[src/rtl/c16_prg_loader.sv]
// c16_prg_loader: loads a host-supplied .PRG image into C16 RAM.
// The CPU is frozen through WAIT while the loader owns the RAM port.
// The 2-byte little-endian load address is stripped off, and the payload
// is written sequentially from that address. Afterwards the BASIC end
// pointers $2D-$32 are optionally patched so that RUN and LIST work.
// STALL_CYC and WR_CYC must both be at least 1.
module c16_prg_loader #(
    parameter int unsigned STALL_CYC = 16,
    parameter int unsigned WR_CYC    = 4,
    parameter bit          PTR_FIX   = 1'b1
) (
    input  logic        CLK28,
    input  logic        RESET_N,
    input  logic        DL_ACTIVE,
    input  logic        DL_WR,
    input  logic [7:0]  DL_DATA,
    output logic        DL_BUSY,
    output logic        WAIT,
    output logic        RAM_WE,
    output logic [15:0] RAM_ADDR,
    output logic [7:0]  RAM_DOUT,
    output logic        DONE,
    output logic        ERR
);

    typedef enum logic [2:0] {
        IDLE, STALL, HDR_LO, HDR_HI, DATA, WRITE, PTR, FINISH
    } state_t;

    state_t      state, state_n;
    logic [15:0] cnt;          // clocks spent in the current state / pointer byte
    logic [15:0] addr;         // next payload address; the end pointer afterwards
    logic [2:0]  ptr_idx;      // which of the six pointer bytes is being written
    logic        wrapped;      // a byte has been written at $FFFF
    logic        wrote_any;    // at least one payload byte reached RAM
    logic        err;
    logic        dl_active_q;

    logic dl_rise, stall_last, wr_last;
    logic start_dl, set_err, ld_lo, ld_hi, ld_wr, wr_done, ptr_start, ptr_step;

    assign dl_rise    = DL_ACTIVE && !dl_active_q;
    assign stall_last = (cnt == 16'(STALL_CYC - 1));
    assign wr_last    = (cnt == 16'(WR_CYC - 1));

    // Outputs are decoded from the registered state, so an asynchronous
    // reset drops WAIT and RAM_WE at once, without waiting for a clock.
    assign WAIT    = (state != IDLE) && (state != FINISH);
    assign RAM_WE  = (state == WRITE) || (state == PTR);
    assign DL_BUSY = (state == STALL) || (state == WRITE) || (state == PTR);
    assign DONE    = (state == FINISH) && !err;
    assign ERR     = err;

    // State register.
    // NOTE: sequential state uses non-blocking (<=) assignments so that every
    // register samples the values from before the edge; blocking (=) here
    // would make the result depend on statement order.
    always_ff @(posedge CLK28 or negedge RESET_N) begin
        if (!RESET_N) state <= IDLE;
        else          state <= state_n;
    end

    // Next-state decode and the datapath strobes that go with each transition.
    always_comb begin
        // NOTE: every signal gets a default before the case statement; a path
        // that left one unassigned would infer a latch.
        state_n   = state;
        start_dl  = 1'b0;
        set_err   = DL_WR && DL_BUSY;   // overrun: byte dropped, FSM untouched
        ld_lo     = 1'b0;
        ld_hi     = 1'b0;
        ld_wr     = 1'b0;
        wr_done   = 1'b0;
        ptr_start = 1'b0;
        ptr_step  = 1'b0;
        unique case (state)
            IDLE: if (dl_rise) begin
                state_n  = STALL;
                start_dl = 1'b1;
            end
            STALL: if (!DL_ACTIVE) begin
                set_err = 1'b1;
                state_n = FINISH;
            end else if (stall_last) begin
                state_n = HDR_LO;
            end
            HDR_LO: if (!DL_ACTIVE) begin
                set_err = 1'b1;
                state_n = FINISH;
            end else if (DL_WR) begin
                ld_lo   = 1'b1;
                state_n = HDR_HI;
            end
            HDR_HI: if (!DL_ACTIVE) begin
                set_err = 1'b1;
                state_n = FINISH;
            end else if (DL_WR) begin
                ld_hi   = 1'b1;
                state_n = DATA;
            end
            DATA: if (!DL_ACTIVE) begin
                if (PTR_FIX && wrote_any) begin
                    ptr_start = 1'b1;
                    state_n   = PTR;
                end else begin
                    state_n = FINISH;
                end
            end else if (DL_WR) begin
                if (wrapped) begin
                    set_err = 1'b1;     // past $FFFF: accepted, never written
                end else begin
                    ld_wr   = 1'b1;
                    state_n = WRITE;
                end
            end
            WRITE: if (wr_last) begin
                wr_done = 1'b1;
                state_n = DATA;         // DATA re-checks DL_ACTIVE next clock
            end
            PTR: if (wr_last) begin
                if (ptr_idx == 3'd5) state_n  = FINISH;
                else                 ptr_step = 1'b1;
            end
            FINISH: state_n = IDLE;
            default: state_n = IDLE;
        endcase
    end

    // Counters, load address, error flag and the RAM address/data registers.
    always_ff @(posedge CLK28 or negedge RESET_N) begin
        if (!RESET_N) begin
            cnt         <= '0;
            addr        <= '0;
            ptr_idx     <= '0;
            wrapped     <= 1'b0;
            wrote_any   <= 1'b0;
            err         <= 1'b0;
            dl_active_q <= 1'b0;
            RAM_ADDR    <= '0;
            RAM_DOUT    <= '0;
        end else begin
            dl_active_q <= DL_ACTIVE;

            if (state_n != state || ptr_step) cnt <= '0;
            else                              cnt <= cnt + 16'd1;

            if (start_dl) begin
                err       <= 1'b0;
                addr      <= '0;
                wrapped   <= 1'b0;
                wrote_any <= 1'b0;
            end else if (set_err) begin
                err <= 1'b1;
            end

            if (ld_lo) addr[7:0]  <= DL_DATA;
            if (ld_hi) addr[15:8] <= DL_DATA;

            if (ld_wr) begin
                RAM_ADDR <= addr;
                RAM_DOUT <= DL_DATA;
            end

            if (wr_done) begin
                addr      <= addr + 16'd1;   // $FFFF + 1 wraps to $0000
                wrote_any <= 1'b1;
                if (addr == 16'hFFFF) wrapped <= 1'b1;
            end

            // Pointer bytes alternate low/high of the end address at $2D..$32.
            if (ptr_start) begin
                ptr_idx  <= '0;
                RAM_ADDR <= 16'h002D;
                RAM_DOUT <= addr[7:0];
            end
            if (ptr_step) begin
                ptr_idx  <= ptr_idx + 3'd1;
                RAM_ADDR <= RAM_ADDR + 16'd1;
                RAM_DOUT <= ptr_idx[0] ? addr[7:0] : addr[15:8];
            end
        end
    end

endmodule

[config.mk]
export PLATFORM = sky130hd
export DESIGN_NAME = c16_prg_loader
export DESIGN_NICKNAME = d
export VERILOG_FILES = /design/src/rtl/c16_prg_loader.sv
export SDC_FILE = /design/constraint.sdc
export NUM_CORES = 1
export LEC_CHECK = 0
export ABC_AREA = 0
export CAP_MARGIN = 20
export CORE_ASPECT_RATIO = 1.4
export CORE_UTILIZATION = 50
export CTS_CLUSTER_SIZE = 8
export DETAILED_ROUTE_END_ITERATION = 16
export GPL_TIMING_DRIVEN = 0
export HOLD_SLACK_MARGIN = 0.02
export PLACE_DENSITY = 0.71
export REMOVE_ABC_BUFFERS = 1
export SYNTH_ARGS = -nofsm -noshare
export SYNTH_HDL_FRONTEND = slang
export SYNTH_SLANG_ARGS = --single-unit
[constraint.sdc]
create_clock -name CLK28 -period 4 [get_ports CLK28]
set_clock_uncertainty 0.15 [all_clocks]
set_input_delay 0.6 -clock CLK28 [delete_from_list [all_inputs] [get_ports CLK28]]
set_output_delay 0.6 -clock CLK28 [all_outputs]
set_load 0.05 [all_outputs]
### Yosys cells after proc, flatten, opt, wreduce, memory -nomap -nowiden

Cells that the tools add are included.

* memories kept: 0
* memory bits (writable): 0
* output and inout port bits: 29
* memory bits (read-only): 0
* bits in latches: 0
* input port bits: 12
* bits in registers: 66
* word-level logic and storage cells: 106

* bitwise gates (word level): 0
* $add $sub $neg: 4
* reductions and logical operators: 19
* order comparisons: 0
* equal/unequal tests: 13
* div/mod/pow operators: 0
* shift operators: 0
* multiply operators: 0
* multiplexer cells: 59

Operator list (number)
* 2-to-1 mux 16 bit: 6
* adder 16 x 1 -> 16 bit (second input constant): 3
* 2-to-1 mux 8 bit: 6
* 2-to-1 mux 3 bit: 15
* 2-to-1 mux 1 bit: 30
* one-hot mux 3 bit (8 select lines): 1
* equality test 16 bit (second input constant): 1
* equality test 16 x 2 -> 1 bit (second input constant): 1
* equality test 16 x 4 -> 1 bit (second input constant): 1
* equality test 3 bit (second input constant): 5
* nonzero test 3 bit: 4
* equality test 3 x 2 -> 1 bit (second input constant): 2
* nonzero test 2 bit: 3
* logical AND 1 bit: 4
* logical OR 1 bit: 4
* adder 3 x 1 -> 3 bit (second input constant): 1
* equality test 3 x 1 -> 1 bit (second input constant): 1
* zero test 3 bit: 1
* != test 3 bit: 1
* != test 3 bit (second input constant): 1
* OR reduction 3 bit: 1
* zero test 1 bit: 2
* one-hot mux 1 bit (2 select lines): 1

### Depth between registers and ports, before layout

Gate-level depths: netlist of the first run.

* depth after elaboration: 10
* mapped depth: 10
* depth with buffers taken out: 8

### Worst setup path before layout of the first run

Ideal clock, no wire load.

* path kind: reg2out
* start: register state[0]
* end: output DONE
* path buffers: 2
* cell stages (with the launch flop): 5
* setup slack: 1.375 ns
* data required time: 3.250 ns
* arrival time: 1.875 ns
* cells stage by stage: dfrtp_1 -> buf_2 -> inv_1 -> clkbuf_1 -> nor3_1

* cells in the longest elaborated chain, start to end: 2

Ends and longest elaborated chain
* from (decl): line 30 `state_t state, state_n;`
* from (signal assigned): line 60 `else state <= state_n;`
* equality test 3 bit: line 51 `assign DONE = (state == FINISH) && !err;`
* logical AND 1 bit: line 51
* to (decl): line 22 `output logic DONE,`

No other way between the ends.

### Worst setup path after layout of the first run

* start: register state[0]
* end: output DL_BUSY

* cells in the longest elaborated chain, start to end: 3
* elaborated cells between the ends (all ways): 5
* classes of those cells: eq/ne (3); reduce/logical (2)

Ends and longest elaborated chain
* equality test 3 x 1 -> 1 bit or equality test 3 bit (tied branches): line 50 `assign DL_BUSY = (state == STALL) || (state == WRITE) || (state == PTR);`
* logical OR 1 bit: line 50
* logical OR 1 bit *: line 50
* to (decl): line 17 `output logic DL_BUSY,`

Every way passes the cells marked *; elsewhere a longest branch is shown, timed or not.

==> impl_metrics.tcl, run 1 <==
set metrics [dict create \
    outcome "completed" \
    vias_per_cell 6.35 \
    synth.avg_cell_area_um2 8.61 \
    fp.dieW_um 80.1 \
    floorplan.initialDensity_pct 52.1 \
    async_reset_ff_share_pct 100 \
    timing.critical_path.max_delay_family "buffers and inverters" \
    post-cts-setup-buffer-count 0 \
    cap_violations 0 \
    postSynthCellCount 496 \
    unrepaired_setup_endpoints_after_global_routing "no" \
    timing.setup.critical_path_class "register to output pin" \
    final_hold_viol_count 0 \
    port_buffers 40 \
    design.die.area_um2 8920 \
    h-tree-depth 3 \
    ys_dominant_reg_cell "dfrtp_1" \
    detail_route.wl_per_cell_um 18.1 \
    maximum_number_of_pins_on_one_net_before_global_route_repair 67 \
    hold_buffers 0 \
    critical_path_arrival_ns 2.93 \
    yosys_warnings 0 \
    setup_viol 0 \
    cts_root_buffer "clkbuf_16" \
    final_core_utilization_pct 60.3 \
    antenna_cell_count 0 \
    insertion_delay_ns 0.33 \
    instances_no_fill 625 \
    floorplan.rows 39 \
    dr.pass1.iters 5 \
    grt_resource_usage_total_pct 27.5 \
    fp.dieH_um 111 \
    tritoncts_clock_tree "built" \
    grt_overflow 0 \
    clk_pin_slew_worst_paths_ns 0.05 \
    synth_top_area_share_pct 38.7 \
    p_per_area_nw_per_um2 750 \
    synth_top_cells_by_area "dfrtp_1 39%, nand2_1 7.4%, nand3_1 4.2%" \
    initial_antenna_violation_count 0 \
    grt.met2_usage_pct 47.6 \
    ant_nets 0 \
    tritoncts_num_sinks 66 \
    synth_enable_flop_cells 0 \
    worst_max_slew_margin_expressed_relative_to_the_limit_pct 29.4 \
    worstPathBufferInverterCount 2 \
    period_share_pct 92.0 \
    number_of_global_route_vias_before_repair 3891 \
    pwr-share-seq_pct 35.0 \
    hold_path.class "input pin to async pin" \
    critPathMaxFanout 29 \
    grt_pass1_wl_mm 19.1 \
    synth.distinct_cells 63 \
    required_time_of_the_worst_setup_path_ns 3.25 \
    numCtsBuffers 9 \
    yosysSeqAreaShare_pct 38.7 \
    post_cts.resized_instances 0 \
    post-route-drc-count 0 \
    drt_wl_total_mm 11.3 \
    fillCellCount 735 \
    pwr-share-comb_pct 44.4 \
    power.static_leakage_nw 2.09 \
    cp_cell_sequence "inv_1 -> o21bai_1 -> clkdlybuf4s50_1" \
    via_count 3967 \
    syn-cell-area_um2 4270 \
    setup_tns_ns 0 \
    worstSetupEndpointType "output pin" \
    nNetsFinal 536 \
    grt_util_met1_pct 33.6 \
    cellInternalPower_w 0.00195 \
    worst_slew_pin_slew_ns 1.06 \
    ios 41 \
    top_usage_layer "met2" \
    power.switching_w 0.00176 \
    top_cell_type_by_total_area_after_synthesis "dfrtp_1" \
    clockPowerShare_pct 20.7 \
    place_congestion 0.890 \
    placed_cells_incl_taps 608 \
    cts.path.max_buffers 2 \
    final_period_minus_worst_setup_slack_ns 3.68 \
    final_max_slew_viol_count 0 \
    synth.ff_latch_count 66 \
    met3_usage_pct 3.03 \
    worst_path_largest_cell_delay_ns 0.89 \
    design.core.area_um2 8200 \
    final_layout_size_suffix_gt1_share_pct 8.03 \
    cp_slowest_cell "dfrtp_1" \
    hpwlAfterDp_mm 7.74 \
    crit_path_start_kind "register" \
    fmaxAchievable_ghz 0.272 \
    iteration_0_drc_markers 331 \
    power.share.switching_pct 47.5 \
    power.ir.vdd_worst_uv 421 \
    syn_to_final_growth_pct 15.8 \
]
## cells in the mapped netlist, types with 3 or more instances
cell type   n
and4_1      6
ha_1        5
clkbuf_1   12
dfrtp_1    66
o31ai_1    11
nor4_1      6
nand3_1    36
nor3b_1     3
o211a_1     5
a22oi_1     3
nor2b_1    10
buf_2      16
xor2_1      7
a221oi_1    3
o22ai_1    10
a221o_1     4
a32oi_1     6
nor4_4      3
o21ai_1    10
and3_1      6
buf_6       3
nor3_1     21
xnor2_1    11
nor2_1     19
and2_1      4
nand2_1    84
nand4_1    13
inv_1      16
o21ai_0    20
a21oi_1    20
nand3b_1    3
a211oi_2    8
mux2i_1     6
## power groups by stage
stage | sequential [W] | clock (W) | combinational, W
final | 0.00130 | 0.000767 | 0.00165
after global placement | 0.00129 | 0 | 0.00160
after detailed placement | 0.00130 | 0 | 0.00163
after global routing | 0.00134 | 0.000808 | 0.00178
after floorplan | 0.00158 | 0 | 0.000745
after CTS | 0.00129 | 0.000775 | 0.00163
## kinds of logic (layout without fill, tap and decap cells)
logic type | after synthesis | count (layout) | share of synthesized area, %
AOI/OAI and AO/OA | 122 | 122 | 20.5
xor gates and xnor gates | 18 | 18 | 3.69
adders and majority gates | 5 | 5 | 1.46
buffers and inverters | 48 | 75 | 5.30
DFF | 66 | 66 | 38.7
muxes | 6 | 6 | 1.41
and+or+nand+nor | 231 | 231 | 28.9
## flip-flops by register name (all words and copies together) (netlist names)
register	count
ERR	1
wrapped	1
dl_active_q	1
wrote_any	1
state	3
RAM_ADDR	16
addr	16
ptr_idx	3
RAM_DOUT	8
cnt	16
## cell usage in the layout (no fill, tap or decap), types with 3 or more instances in the layout
| cell type | instances |
|---|---|
| a211oi_2 | 8 |
| inv_1 | 16 |
| mux2i_1 | 6 |
| and3_1 | 6 |
| nor3_1 | 21 |
| o21ai_0 | 20 |
| a21oi_1 | 20 |
| xnor2_1 | 11 |
| and4_1 | 6 |
| ha_1 | 5 |
| xor2_1 | 7 |
| dfrtp_1 | 66 |
| nor4_4 | 3 |
| a221oi_1 | 3 |
| o31ai_1 | 11 |
| nand3b_1 | 3 |
| nand4_1 | 13 |
| a221o_1 | 4 |
| nor4_1 | 6 |
| a22oi_1 | 3 |
| and2_1 | 4 |
| nand2_1 | 84 |
| nor3b_1 | 3 |
| o22ai_1 | 10 |
| o21ai_1 | 10 |
| a32oi_1 | 6 |
| nand3_1 | 36 |
| buf_4 | 3 |
| clkbuf_16 | 9 |
| nor2b_1 | 10 |
| clkdlybuf4s50_1 | 39 |
| o211a_1 | 5 |
| nor2_1 | 19 |
| clkbuf_8 | 4 |
## path summary, 6_finish.rpt
| path | startpoint | to | slack [ns] | cells after the start |
|---|---|---|---|---|
| hold reg to reg | RAM_DOUT[4] | RAM_DOUT[4] | 0.32 | 2 |
| max in group asynchronous | RESET_N | RAM_ADDR[1] | 2.91 | 1 |
| setup reg to reg | state[2] | RAM_ADDR[3] | 0.96 | 6 |
| min in group CLK28 | RAM_DOUT[4] | RAM_DOUT[4] | 0.32 | 2 |
| setup / recovery | state[0] | DL_BUSY | 0.32 | 3 |
| hold / removal | RESET_N | RAM_DOUT[4] | 0.21 | 1 |
## final cells by class
| cell class | instances | area (um2) | share of cell area (%) |
|---|---|---|---|
| Clock buffer | 14 | 284 | 5.74 |
| Clock inverter | 1 | 7.51 | 0.152 |
| Inverter | 16 | 60.1 | 1.21 |
| Multi-Input combinational cell | 382 | 2390 | 48.4 |
| Sequential cell | 66 | 1650 | 33.4 |
| Tap cell | 102 | 128 | 2.58 |
| Timing Repair Buffer | 44 | 423 | 8.55 |
## layer usage
metal | vias up | wire [um]
li1 | 1876 | -
met2 | 93 | 6010
met1 | 1975 | 4590
met5 | - | 0
met3 | 23 | 366
met4 | 0 | 338
## stage by stage
| stage | instance area [um2] | worst slack, ns | hold WS [ns] | power, W |
|---|---|---|---|---|
| after floorplan | 4110 | 1.09 | 0.154 | 0.00232 |
| after global placement | 4630 | -0.158 | 0.310 | 0.00289 |
| after detailed placement | 4640 | 0.307 | 0.322 | 0.00293 |
| after CTS | 4930 | 0.340 | 0.275 | 0.00370 |
| after global routing | 4950 | 0.114 | 0.309 | 0.00393 |
| final | 4950 | 0.319 | 0.207 | 0.00371 |
Note: power is estimated with default switching activity, not from simulation.
==> inputs of run 2 (changes only) <==
--- a/config.mk
+++ b/config.mk
@@ -6,8 +6,8 @@
 export NUM_CORES = 1
 export LEC_CHECK = 0
 export ABC_AREA = 0
-export CAP_MARGIN = 20
 export CORE_ASPECT_RATIO = 1.4
+export CORE_MARGIN = 2
 export CORE_UTILIZATION = 50
 export CTS_CLUSTER_SIZE = 8
 export DETAILED_ROUTE_END_ITERATION = 16
==> impl_metrics.tcl, run 2 (synthesis gave the netlist of run 1 again) <==
set metrics [dict create \
    unrepaired_setup_endpoints_after_global_routing "no" \
    fillCellCount 714 \
    mostFrequentLayoutCells "84 x nand2_1, 66 x dfrtp_1, 39 x clkdlybuf4s50_1" \
    critPathMaxFanout 29 \
    final_layout_size_suffix_gt1_share_pct 7.69 \
    met3_usage_pct 3.59 \
    h-tree-depth 3 \
    worst_max_slew_margin_expressed_relative_to_the_limit_pct 21.6 \
    post_cts.resized_instances 0 \
    ant_nets 0 \
    antenna_cell_count 0 \
    timing.setup.critical_path_class "register to output pin" \
    cts.path.max_buffers 2 \
    drt_wl_total_mm 11.3 \
    fmaxAchievable_ghz 0.271 \
    top_regs "RAM_ADDR: 16 flops, addr: 16 flops, cnt: 16 flops" \
    post-cts-setup-buffer-count 0 \
    reg2regPathDepth 5 \
    detail_route.wl_per_cell_um 18.1 \
    initial_antenna_violation_count 0 \
    cts_root_buffer "clkbuf_16" \
    final_max_slew_viol_count 0 \
    fp.dieH_um 113 \
    cap_violations 0 \
    design.die.area_um2 9310 \
    grt_resource_usage_total_pct 25.7 \
    iteration_0_drc_markers 306 \
    port_buffers 40 \
    crit_path_start_kind "register" \
    nNetsFinal 532 \
    setup_viol 0 \
    critical_path_arrival_ns 2.94 \
    final_hold_viol_count 0 \
    number_of_global_route_vias_before_repair 3698 \
    hold_path.class "input pin to async pin" \
    hold_buffers 0 \
    place_congestion 0.900 \
    floorplan.rows 39 \
    hpwlAfterDp_mm 7.53 \
    power.static_leakage_nw 2.08 \
    floorplan.initialDensity_pct 51.8 \
    grt_pass1_wl_mm 18.4 \
    syn_to_final_growth_pct 15.3 \
    clk_pin_slew_worst_paths_ns 0.05 \
    power.ir.vdd_worst_uv 473 \
    outcome "completed" \
    final_period_minus_worst_setup_slack_ns 3.69 \
    numCtsBuffers 9 \
    worstSetupEndpointType "output pin" \
    top_usage_layer "met2" \
    ios 41 \
    design.core.area_um2 8250 \
    tritoncts_num_sinks 66 \
    maximum_number_of_pins_on_one_net_before_global_route_repair 67 \
    dr.pass1.iters 4 \
    worst_slew_pin_slew_ns 1.18 \
    p_per_area_nw_per_um2 746 \
    vias_per_cell 6.27 \
    grt_util_met1_pct 32.0 \
    period_share_pct 92.3 \
    pre_cts_ws_ns 0.163 \
    tritoncts_clock_tree "built" \
    fp.dieW_um 82.1 \
    grt.met2_usage_pct 41.2 \
    required_time_of_the_worst_setup_path_ns 3.25 \
    finalWorstSetupSlack_ns 0.309 \
    post-route-drc-count 0 \
    grt_overflow 0 \
    fin_total_pwr_w 0.00367 \
    layout_commonest_cell "nand2_1" \
    insertion_delay_ns 0.34 \
    via_count 3901 \
]
==> run 2: cell types whose count changed in the layout (fill, tap and decap cells not counted), sizes merged <==
| cell | before | now |
|---|---|---|
| buf | 5 | 1 |
| clkinv | 0 | 2 |
| clkinvlp | 1 | 0 |
==> run 2: path summary, 6_finish.rpt <==
kind,start,to,slack [ns]
worst max-delay path,state[0],DL_BUSY,0.31
worst min-delay path,RESET_N,ptr_idx[0],0.21
worst max register to register,state[0],cnt[0],0.44
worst min register to register,RAM_DOUT[4],RAM_DOUT[4],0.32
max in group asynchronous,RESET_N,RAM_DOUT[0],2.88
min in group CLK28,RAM_DOUT[4],RAM_DOUT[4],0.32
==> run 2: through the flow <==
stage / setup TNS [ns] / util, % / instances / area, um2 / hold slack [ns]
2_1_floorplan: 0 / - / 464 / 4110 / 0.154
3_3_place_gp: -8.90 / 56.2 / 606 / 4630 / 0.310
3_5_place_dp: 0 / 56.2 / 606 / 4630 / 0.320
4_1_cts: 0 / 59.6 / 622 / 4910 / 0.276
5_1_grt: 0 / 59.7 / 622 / 4920 / 0.313
6_report: 0 / 59.7 / 622 / 4920 / 0.208
==> run 2: cell type report <==
cell class	instances	area, um2	area share, %
inverters	16	60.1	1.22
flip-flops and latches	66	1650	33.5
multi-input cells	382	2400	48.8
well taps	102	128	2.59
repair buffers	40	398	8.08
clock buffers	14	274	5.56
clock inverters	2	10.0	0.203
==> run 2: worst max-delay path, cell delays in order (launching register included) <==
cell,delay (ns)
dfrtp_1,0.89
inv_1,0.50
o21bai_1,0.35
clkdlybuf4s50_1,0.86
==> run 2: routing by layer <==
| layer | vias up | share of wire [%] |
|---|---|---|
| li1 | 1865 | - |
| met1 | 1885 | 41 |
| met2 | 122 | 51 |
| met3 | 29 | 3.7 |
| met4 | 0 | 4.2 |
| met5 | - | 0 |
==> run 2: power breakdown <==
group / internal, W / total [W] / switching (W)
Clock: 0.000468 / 0.000752 / 0.000284
Sequential: 0.000886 / 0.00129 / 0.000407
Combinational: 0.000561 / 0.00163 / 0.00107
Total: 0.00192 / 0.00367 / 0.00176
